`config.mk`:
```
export PLATFORM = sky130hd
export DESIGN_NAME = morse_decoder
export DESIGN_NICKNAME = d
export VERILOG_FILES = /design/src/rtl/morse_pkg.sv /design/src/rtl/morse_tick_gen.sv /design/src/rtl/morse_decoder.sv
export SDC_FILE = /design/constraint.sdc
export NUM_CORES = 1
export LEC_CHECK = 0
export CAP_MARGIN = 20
export CORE_MARGIN = 2
export CORE_UTILIZATION = 45
export CTS_BUF_LIST = sky130_fd_sc_hd__clkbuf_2
export DETAILED_ROUTE_END_ITERATION = 10
export PLACE_DENSITY = 0.64
export SETUP_SLACK_MARGIN = 0.4
export SKIP_CTS_REPAIR_TIMING = 1
export SYNTH_ARGS = -nofsm -noshare
export SYNTH_HDL_FRONTEND = slang
export SYNTH_SLANG_ARGS = --single-unit
```
`constraint.sdc`:
```
create_clock -name clock -period 2 [get_ports clock]
set_input_delay 0.4 -clock clock [delete_from_list [all_inputs] [get_ports clock]]
set_output_delay 0.4 -clock clock [all_outputs]
set_load 0.02 [all_outputs]
```
`src/rtl/morse_pkg.sv`:
```
// morse_pkg: shared types and tables for the Morse letter link.
// Macro MORSE_DEC_SYNC_EN is consumed by morse_decoder.
package morse_pkg;

    localparam logic [2:0] LTR_A = 3'd0;
    localparam logic [2:0] LTR_B = 3'd1;
    localparam logic [2:0] LTR_C = 3'd2;
    localparam logic [2:0] LTR_D = 3'd3;
    localparam logic [2:0] LTR_E = 3'd4;
    localparam logic [2:0] LTR_F = 3'd5;
    localparam logic [2:0] LTR_G = 3'd6;
    localparam logic [2:0] LTR_H = 3'd7;

    localparam logic [2:0] DOT      = 3'd1;
    localparam logic [2:0] DASH     = 3'd3;
    localparam logic [2:0] EOC      = 3'd3;
    localparam logic [2:0] MAX_ELEM = 3'd4;
    localparam logic [2:0] RUN_SAT  = 3'd4;

    typedef enum logic [1:0] {
        IDLE,
        MARK,
        SPACE,
        FLUSH
    } state_t;

    typedef struct packed {
        logic [2:0] n;
        logic [3:0] elem;
    } pattern_t;

    // element count and dot(0)/dash(1) pattern, first element in bit 0
    function automatic pattern_t letter_pattern(input logic [2:0] code);
        pattern_t p;
        p = '0;
        case (code)
            LTR_A: p = '{n: 3'd2, elem: 4'b0010};
            LTR_B: p = '{n: 3'd4, elem: 4'b0001};
            LTR_C: p = '{n: 3'd4, elem: 4'b0101};
            LTR_D: p = '{n: 3'd3, elem: 4'b0001};
            LTR_E: p = '{n: 3'd1, elem: 4'b0000};
            LTR_F: p = '{n: 3'd4, elem: 4'b0100};
            LTR_G: p = '{n: 3'd3, elem: 4'b0011};
            LTR_H: p = '{n: 3'd4, elem: 4'b0000};
            default: p = '0;
        endcase
        return p;
    endfunction

    // returns {hit, code}; hit=0 when no letter matches
    function automatic logic [3:0] morse_decode(
        input logic [2:0] n,
        input logic [3:0] elem
    );
        logic [3:0] r;
        r = '0;
        for (int i = 0; i < 8; i++) begin
            if (letter_pattern(3'(i)) == {n, elem}) begin
                r = {1'b1, 3'(i)};
            end
        end
        return r;
    endfunction

endpackage

```
`src/rtl/morse_tick_gen.sv`:
```
// morse_tick_gen: unit-time tick, one pulse every DIV_COUNT+1 clocks.
// Shared by the Morse transmitter and receiver.
module morse_tick_gen #(
    parameter logic [27:0] DIV_COUNT = 28'h17D783F
) (
    input  logic clock,
    input  logic reset,
    output logic tick
);

    logic [27:0] count;

    // down-counter, reloads after reaching zero
    always_ff @(posedge clock) begin
        if (reset) begin
            count <= DIV_COUNT;
        end else if (count == '0) begin
            count <= DIV_COUNT;
        end else begin
            count <= count - 28'd1;
        end
    end

    assign tick = (count == '0);

endmodule

```
`src/rtl/morse_decoder.sv`:
```
// morse_decoder: run-length Morse receiver for letters A..H.
// Define MORSE_DEC_SYNC_EN to add a 2-flop input synchronizer.
module morse_decoder #(
    parameter logic [27:0] DIV_COUNT = 28'h17D783F
) (
    input  logic       clock,
    input  logic       reset,
    input  logic       serial_in,
    output logic [2:0] letter,
    output logic       valid,
    output logic       error,
    output logic       busy
);

    import morse_pkg::*;

    logic       tick_raw;
    logic       tick;
    logic       line;
    state_t     state;
    logic [2:0] run;
    logic [2:0] n;
    logic [3:0] elem;
    logic       dec_hit;
    logic [2:0] dec_code;

    morse_tick_gen #(
        .DIV_COUNT(DIV_COUNT)
    ) u_tick (
        .clock(clock),
        .reset(reset),
        .tick (tick_raw)
    );

`ifdef MORSE_DEC_SYNC_EN
    logic [1:0] sync_q;
    logic [1:0] tick_q;

    // synchronize the line; tick is delayed alongside so sampling stays aligned
    always_ff @(posedge clock) begin
        if (reset) begin
            sync_q <= '0;
            tick_q <= '0;
        end else begin
            sync_q <= {sync_q[0], serial_in};
            tick_q <= {tick_q[0], tick_raw};
        end
    end

    assign line = sync_q[1];
    assign tick = tick_q[1];
`else
    assign line = serial_in;
    assign tick = tick_raw;
`endif

    assign {dec_hit, dec_code} = morse_decode(n, elem);
    assign busy = (state != IDLE);

    // run-length FSM: collects elements, decodes on end-of-character space
    always_ff @(posedge clock) begin
        if (reset) begin
            state  <= IDLE;
            run    <= '0;
            n      <= '0;
            elem   <= '0;
            letter <= '0;
            valid  <= 1'b0;
            error  <= 1'b0;
        end else begin
            valid <= 1'b0;
            error <= 1'b0;
            if (tick) begin
                unique case (state)
                    IDLE: begin
                        if (line) begin
                            state <= MARK;
                            run   <= DOT;
                            n     <= '0;
                            elem  <= '0;
                        end
                    end
                    MARK: begin
                        if (line) begin
                            if (run != RUN_SAT) run <= run + 3'd1;
                        end else if (run == DOT || run == DASH) begin
                            if (n == MAX_ELEM) begin
                                error <= 1'b1;
                                state <= FLUSH;
                                run   <= 3'd1;
                            end else begin
                                elem[n[1:0]] <= (run == DASH);
                                n     <= n + 3'd1;
                                state <= SPACE;
                                run   <= 3'd1;
                            end
                        end else begin
                            error <= 1'b1;
                            state <= FLUSH;
                            run   <= 3'd1;
                        end
                    end
                    SPACE: begin
                        if (line) begin
                            if (run == 3'd1) begin
                                state <= MARK;
                                run   <= DOT;
                            end else begin
                                error <= 1'b1;
                                state <= FLUSH;
                                run   <= '0;
                            end
                        end else if (run + 3'd1 == EOC) begin
                            if (dec_hit) begin
                                letter <= dec_code;
                                valid  <= 1'b1;
                            end else begin
                                error <= 1'b1;
                            end
                            state <= IDLE;
                            run   <= '0;
                        end else begin
                            run <= run + 3'd1;
                        end
                    end
                    FLUSH: begin
                        if (line) begin
                            run <= '0;
                        end else if (run + 3'd1 == EOC) begin
                            state <= IDLE;
                            run   <= '0;
                        end else begin
                            run <= run + 3'd1;
                        end
                    end
                endcase
            end
        end
    end

endmodule

```
After elaboration in Yosys (flattened, before gate mapping)
Cells that the tools add are included.

cells by class
  add/sub/neg operators = 3
  magnitude comparators = 2
  equal/unequal tests = 22
  muxes and demuxes = 47
  bitwise gates (word level) = 4
  reductions and logical operators = 13

operator list
  kind                                                                   number
  4-bit 2-to-1 mux                                                       12
  3-bit 2-to-1 mux                                                       10
  7-bit equality test, first input constant                              4
  28-bit logical NOT                                                     1
  28-bit by 1-bit subtractor with 28-bit output, second input constant   1
  6-bit by 7-bit equality test with 1-bit output, first input constant   3
  2-bit 2-to-1 mux                                                       7
  3-bit one-hot mux with 4 select lines                                  1
  1-bit 2-to-1 mux                                                       11
  2-bit != test, second input constant                                   5
  2-bit one-hot mux with 4 select lines                                  1
  4-bit one-hot mux with 2 select lines                                  1
  5-bit by 7-bit equality test with 1-bit output, first input constant   1
  3-bit by 1-bit adder with 3-bit output, second input constant          2
  3-bit by 2-bit equality test with 1-bit output, second input constant  2
  3-bit != test, second input constant                                   2
  3-bit one-hot mux with 2 select lines                                  1
  6-bit AND reduction                                                    1
  5-bit AND reduction                                                    1
  5-bit OR reduction                                                     1
  4-bit bitwise mux                                                      1
  2-bit equality test, second input constant                             2
  1-bit NOT                                                              4
  4-bit AND reduction                                                    1
  other kinds (13)                                                       15

storage, ports and cells
  flip-flop bits (word level) = 45
  bits of input ports = 3
  output and inout bits = 6
  word-level logic and storage cells = 99

Longest topological paths before layout
  depth after elaboration = 13
  depth in mapped cells = 9
  mapped depth without buffers = 7

By module
From an unflattened synthesis, not the netlist that was laid out.

unflattened totals
  cells, all modules = 297
  area total of the unflattened synthesis = 2549.9 um^2

by module, submodules not included
  module          instances  cells an instance  area an instance (um^2)
  morse_tick_gen  1          153                1346.3
  morse_decoder   1          144                1203.7

Worst setup path after synthesis
No wires, ideal clock.

  path kind = reg-to-reg
  start = register u_tick.count[0]
  end = register letter[2]
  setup time = 0.132 ns
  arrival time = 2.030 ns
  setup slack = -0.162 ns
  stages on the path, launching flop included = 8
  buffers on the path = 0
  period minus slack after synthesis = 2.162 ns
  cell sequence = dfxtp_1 inv_1 ha_1 nor4b_2 nand2_1 or4b_2 o21ai_0 a21oi_1

between the ends
  cells in the longest elaborated chain, start to end = 2

ends and longest elaborated chain
  element                               RTL line              text
  start, declared                       morse_tick_gen.sv:11  logic [27:0] count;
  start signal, assigned                morse_tick_gen.sv:20  count <= count - 28'd1;
  28-bit logical NOT                    morse_tick_gen.sv:24  assign tick = (count == '0);
  5-bit AND reduction (no source line)  -
  end signal, assigned                  morse_decoder.sv:115  letter <= dec_code;
  end, declared                         morse_decoder.sv:9    output logic [2:0] letter,

No other way between the ends.
A chain may end at the register's enable or synchronous reset.

Final worst setup path
  start = register u_tick.count[9]
  end = register letter[1]

Same word-level chain as after synthesis.

==> results.md <==
- The number of endpoints with negative hold slack in the final report is 0.
- The all-layer global routing usage is 18.92%.
- The proportion of power drawn by the clock network is between 20% and 30%.
- In the synthesized netlist, the number of instances is 292.
- Summed over all cells, the static leakage comes to 1.426 nW.
- The worst endpoint data arrival time is 2380 ps.
- The sequential cell area fraction in the yosys report is 35.54%.
- In the routed layout, each cell is associated on average with a via count of 5.384.
- TritonCTS built the clock tree.
- Setup repair after global routing could not meet its margin everywhere.
- The floorplan has 27 rows.
- The number of clock buffers inserted by TritonCTS is 5.
- The count of nets left with antenna violations once routing finished came out at 0.
- The headroom to the max-slew limit is about 67%.
- In this run the vertical extent of the chip is 79.06 um.
- The detailed-placement wirelength estimate is 4.172 mm.
- The slowest cell on the critical path is sky130_fd_sc_hd__or4_4.
- The iteration-0 DRC count of the detailed router is 91.
- The final global-route overflow total is 0.
- From synthesis to final layout, the design area changed by 40.62%.
- For the pin with the worst max-slew slack, the measured transition is 480.6 ps.
- The number of inserted diodes is 0.
- The area enclosed by the die boundary is 6250 um^2.
- The average wire per standard cell is ~14 um.
- The count of H-tree levels built during CTS is 2.
- Of the total power, the share spent switching nets is 25.36%.
- Once placement completed, the tool counted placed cells totaling 412.
- For the worst setup path, the data required time is approximately 2300 ps.
- The die extent in x is 79.06 um.
- The net count reported at finish is 377.
- The largest single stage delay on the critical path is 560 ps.
- STA classifies the critical path endpoint as a flop.
- The via count is 2326.
- Derived from the worst setup path, the maximum achievable clock frequency is 0.4879 GHz.
- The analysis attributes to net switching a power of 0.3518 mW.
- The initial antenna violation count is 0.
- Max-cap violations in this run came to 0.
- The final number of max-transition violations is 0.
- The first-pass GRT wire length is 9.570 mm.
- The number of flops mapped to enable cells by yosys is 0.
- Of the total power, registers draw 65.5%.
- Subtracting the final worst setup slack from the clock period gives 2050 ps.
- The number of sinks on the clock net is 45.
- After synthesis, the mean cell area works out to 8.681 um^2.
- The checks that failed: setup timing.
- The final layout contains routed wiring with a total length of 6.021 mm.
- Once routing completed, OpenROAD measured the worst setup slack at -49.68 ps.
- The synthesized netlist contains between 50 and 60 unique library cells.
- The Yosys step of the flow raised 0 warnings.
- The part of the cycle the worst path needs is 102.5%.
- The kind of cell with the highest combined delay along the critical path is simple AND/OR/NAND/NOR gates.
- The cell type contributing the most total cell area after synthesis is sky130_fd_sc_hd__dfxtp_1.
- The area of the core region is 5473 um^2.
- The run finished, with violations left.
- The fraction of synthesized cell area taken by the top area cell type is 35.54%.
- Once the floorplan was initialized, standard cells occupied ~46% of the core.
- The share of async-settable or async-resettable flops after synthesis is 0%.
- The worst clock skew is 32.38 ps.
- The clock root buffer master is sky130_fd_sc_hd__clkbuf_2.
- The number of ports placed on the die boundary is 9.
- The deepest clock path buffer count is 2.
- In this run the worst path has a maximum fanout of 4.
- The maximum number of pins on one net before global-route repair is 15.
- The peak supply drop is 338.8 uV.
- The synthesized flop and latch total is 45.
- The cell area after synthesis is 2535 um^2.
- The number of standard cells in the layout, taps in and fillers out is ~430.
- Clock latency on the worst-skew pair, taken at its later pin, is 430 ps.
- Clock-pin slew was measured on the worst setup and hold paths at 210 ps.
- By area the synthesized netlist is led by sky130_fd_sc_hd__dfxtp_1 36%, sky130_fd_sc_hd__ha_1 7.4%, sky130_fd_sc_hd__xor2_1 4.8%.
- The critical path goes through nor4_4 -> nand4b_4 -> or2_4 -> or4_4 -> mux2i_1.
- Buffers placed on the I/O ports in this run total 8.
- Power spread over the standard cell area amounts to 389.1 nW/um^2.
- For this run, design rule violations remaining after detail routing come to 0.
- The number of buffers and inverters on the critical path is 0.
- Setup violations remaining at the end of the flow were counted as 2.
- The number of global-route vias before repair is 2129.
- The share of total power dissipated in combinational logic is 5.3%.
- The classification of the worst setup path is reg2reg.
- The kind of launch point of the worst setup path is a flop.
- The total nets after synthesis is between 300 and 400.
- The first-pass iteration count of the detailed router is 4.
- The path category of the worst min-delay check is reg2reg.
- Cell internal power was estimated by the tool at 1.035 mW.
- The share of layout cells above drive strength 1 is 40.56%.
- The final worst hold slack is 489.1 ps.
- Routability-driven placement finished with a final weighted congestion of approximately 0.81.
- The dominant synthesized flop cell is sky130_fd_sc_hd__dfxtp_1.
==> layer usage <==
metal / wire, um / vias to the layer above / share of wire, % / GRT usage, %
met3: 179 / 6 / 3.0 / 3.523
li1: - / 1172 / - / -
met5: 0 / - / 0 / 0
met2: 3013 / 30 / 50 / 32.63
met1: 2773 / 1118 / 46 / 24.36
met4: 55 / 0 / 0.91 / 4.655
==> state kept, by name (all words and copies together), names as in the netlist <==
register	count
state	2
error	1
run	3
letter	3
n	3
valid	1
elem	4
u_tick.count	28
==> final cells by class <==
class	instances	area, um^2
flip-flops and latches	45	917.1
repair buffers	70	621.8
clock buffers	7	35.03
clock inverters	1	7.507
fillers	470	1908
inverters	14	52.55
multi-input cells	223	1841
well taps	72	90.09
==> per-stage QoR <==
step | setup TNS, ps | utilization [%] | setup WS, ps | cell area (um^2) | power, mW
after CTS | -584.0 | 59.12 | -229.3 | 3236 | 1.390
after global placement | -422.3 | 58.34 | -90.28 | 3193 | 0.9900
after global routing | -1430 | 65.13 | -178.5 | 3565 | 1.442
final | -81.25 | 65.13 | -49.68 | 3565 | 1.387
after floorplan | 0 | - | 30.85 | 2698 | 0.9604
after detailed placement | -641.4 | 58.34 | -102.9 | 3193 | 0.9912
==> placed cells by master (no fill, tap or decap), types with 3 or more instances in the layout <==
cell type / instances
sky130_fd_sc_hd__o21ai_1: 4
sky130_fd_sc_hd__a21bo_2: 4
sky130_fd_sc_hd__nand2_2: 3
sky130_fd_sc_hd__dfxtp_1: 34
sky130_fd_sc_hd__buf_6: 13
sky130_fd_sc_hd__xnor2_1: 8
sky130_fd_sc_hd__nor2_4: 3
sky130_fd_sc_hd__or3_1: 3
sky130_fd_sc_hd__nand3_1: 8
sky130_fd_sc_hd__inv_2: 5
sky130_fd_sc_hd__buf_4: 48
sky130_fd_sc_hd__nor4_4: 4
sky130_fd_sc_hd__nand2b_1: 9
sky130_fd_sc_hd__ha_1: 9
sky130_fd_sc_hd__clkbuf_2: 7
sky130_fd_sc_hd__ha_4: 5
sky130_fd_sc_hd__nand3_4: 3
sky130_fd_sc_hd__or3_4: 3
sky130_fd_sc_hd__dfxtp_2: 10
sky130_fd_sc_hd__dlymetal6s2s_1: 6
sky130_fd_sc_hd__nor2_1: 25
sky130_fd_sc_hd__nand4_1: 6
sky130_fd_sc_hd__nand2_1: 22
sky130_fd_sc_hd__a21oi_2: 5
sky130_fd_sc_hd__o21ai_0: 3
sky130_fd_sc_hd__xor2_1: 13
sky130_fd_sc_hd__a21oi_1: 14
sky130_fd_sc_hd__nor3_1: 5
sky130_fd_sc_hd__nor4_1: 6
sky130_fd_sc_hd__inv_1: 9
==> cells by family (layout without fill, tap and decap cells) <==
kind of cell	count (synthesis)	in the layout	synth area share (%)
flops	45	45	35.54
compound gates	51	51	13.87
mux	2	2	0.7898
xor+xnor	22	22	7.601
buf+inv	24	92	3.702
simple gates	133	133	31.10
fa+ha+maj	15	15	7.404
==> synth_stat cells (2+ instances only) <==
library cell	n
sky130_fd_sc_hd__nor4_4	2
sky130_fd_sc_hd__a211oi_1	2
sky130_fd_sc_hd__or2b_1	2
sky130_fd_sc_hd__a21oi_1	19
sky130_fd_sc_hd__nand4_1	6
sky130_fd_sc_hd__a2111oi_0	2
sky130_fd_sc_hd__o21ai_0	8
sky130_fd_sc_hd__xor2_1	14
sky130_fd_sc_hd__clkbuf_1	9
sky130_fd_sc_hd__mux2i_1	2
sky130_fd_sc_hd__or4b_2	2
sky130_fd_sc_hd__a21bo_2	4
sky130_fd_sc_hd__or3b_2	2
sky130_fd_sc_hd__nand4b_1	2
sky130_fd_sc_hd__nor2_1	28
sky130_fd_sc_hd__xnor2_1	8
sky130_fd_sc_hd__nor2b_1	2
sky130_fd_sc_hd__or3_1	5
sky130_fd_sc_hd__nand2b_1	10
sky130_fd_sc_hd__nor4_1	8
sky130_fd_sc_hd__o31ai_1	2
sky130_fd_sc_hd__nand2_1	26
sky130_fd_sc_hd__ha_1	15
sky130_fd_sc_hd__o211ai_1	2
sky130_fd_sc_hd__inv_1	14
sky130_fd_sc_hd__nand3b_1	2
sky130_fd_sc_hd__nand3_1	13
sky130_fd_sc_hd__nor3_1	7
sky130_fd_sc_hd__or3_2	2
sky130_fd_sc_hd__dfxtp_1	45
sky130_fd_sc_hd__or4_1	2
==> power by group through the flow <==
stage / clock network [mW] / logic (mW) / registers, mW
after floorplan: 0 / 0.0335 / 0.927
after global placement: 0 / 0.0645 / 0.926
after detailed placement: 0 / 0.0654 / 0.926
after CTS: 0.415 / 0.0658 / 0.909
after global routing: 0.449 / 0.0818 / 0.910
final: 0.405 / 0.0737 / 0.908
==> worst paths after layout <==
path	startpoint	to	slack, ps	cells past startpoint
worst max register to register	u_tick.count[9]$_SDFF_PP0_	letter[1]$_SDFFE_PP0P_	-50	5
worst min register to register	letter[1]$_SDFFE_PP0P_	letter[1]$_SDFFE_PP0P_	490	2
worst max-delay path	u_tick.count[9]$_SDFF_PP0_	letter[1]$_SDFFE_PP0P_	-50	5
worst min-delay path	letter[1]$_SDFFE_PP0P_	letter[1]$_SDFFE_PP0P_	490	2
==> worst register-to-register path: stages (launching register included) <==
cell,delay [ps]
sky130_fd_sc_hd__dfxtp_2,400
sky130_fd_sc_hd__nor4_4,380
sky130_fd_sc_hd__nand4b_4,190
sky130_fd_sc_hd__or2_4,310
sky130_fd_sc_hd__or4_4,560
sky130_fd_sc_hd__mux2i_1,140
(Power assumes the default switching activity.)
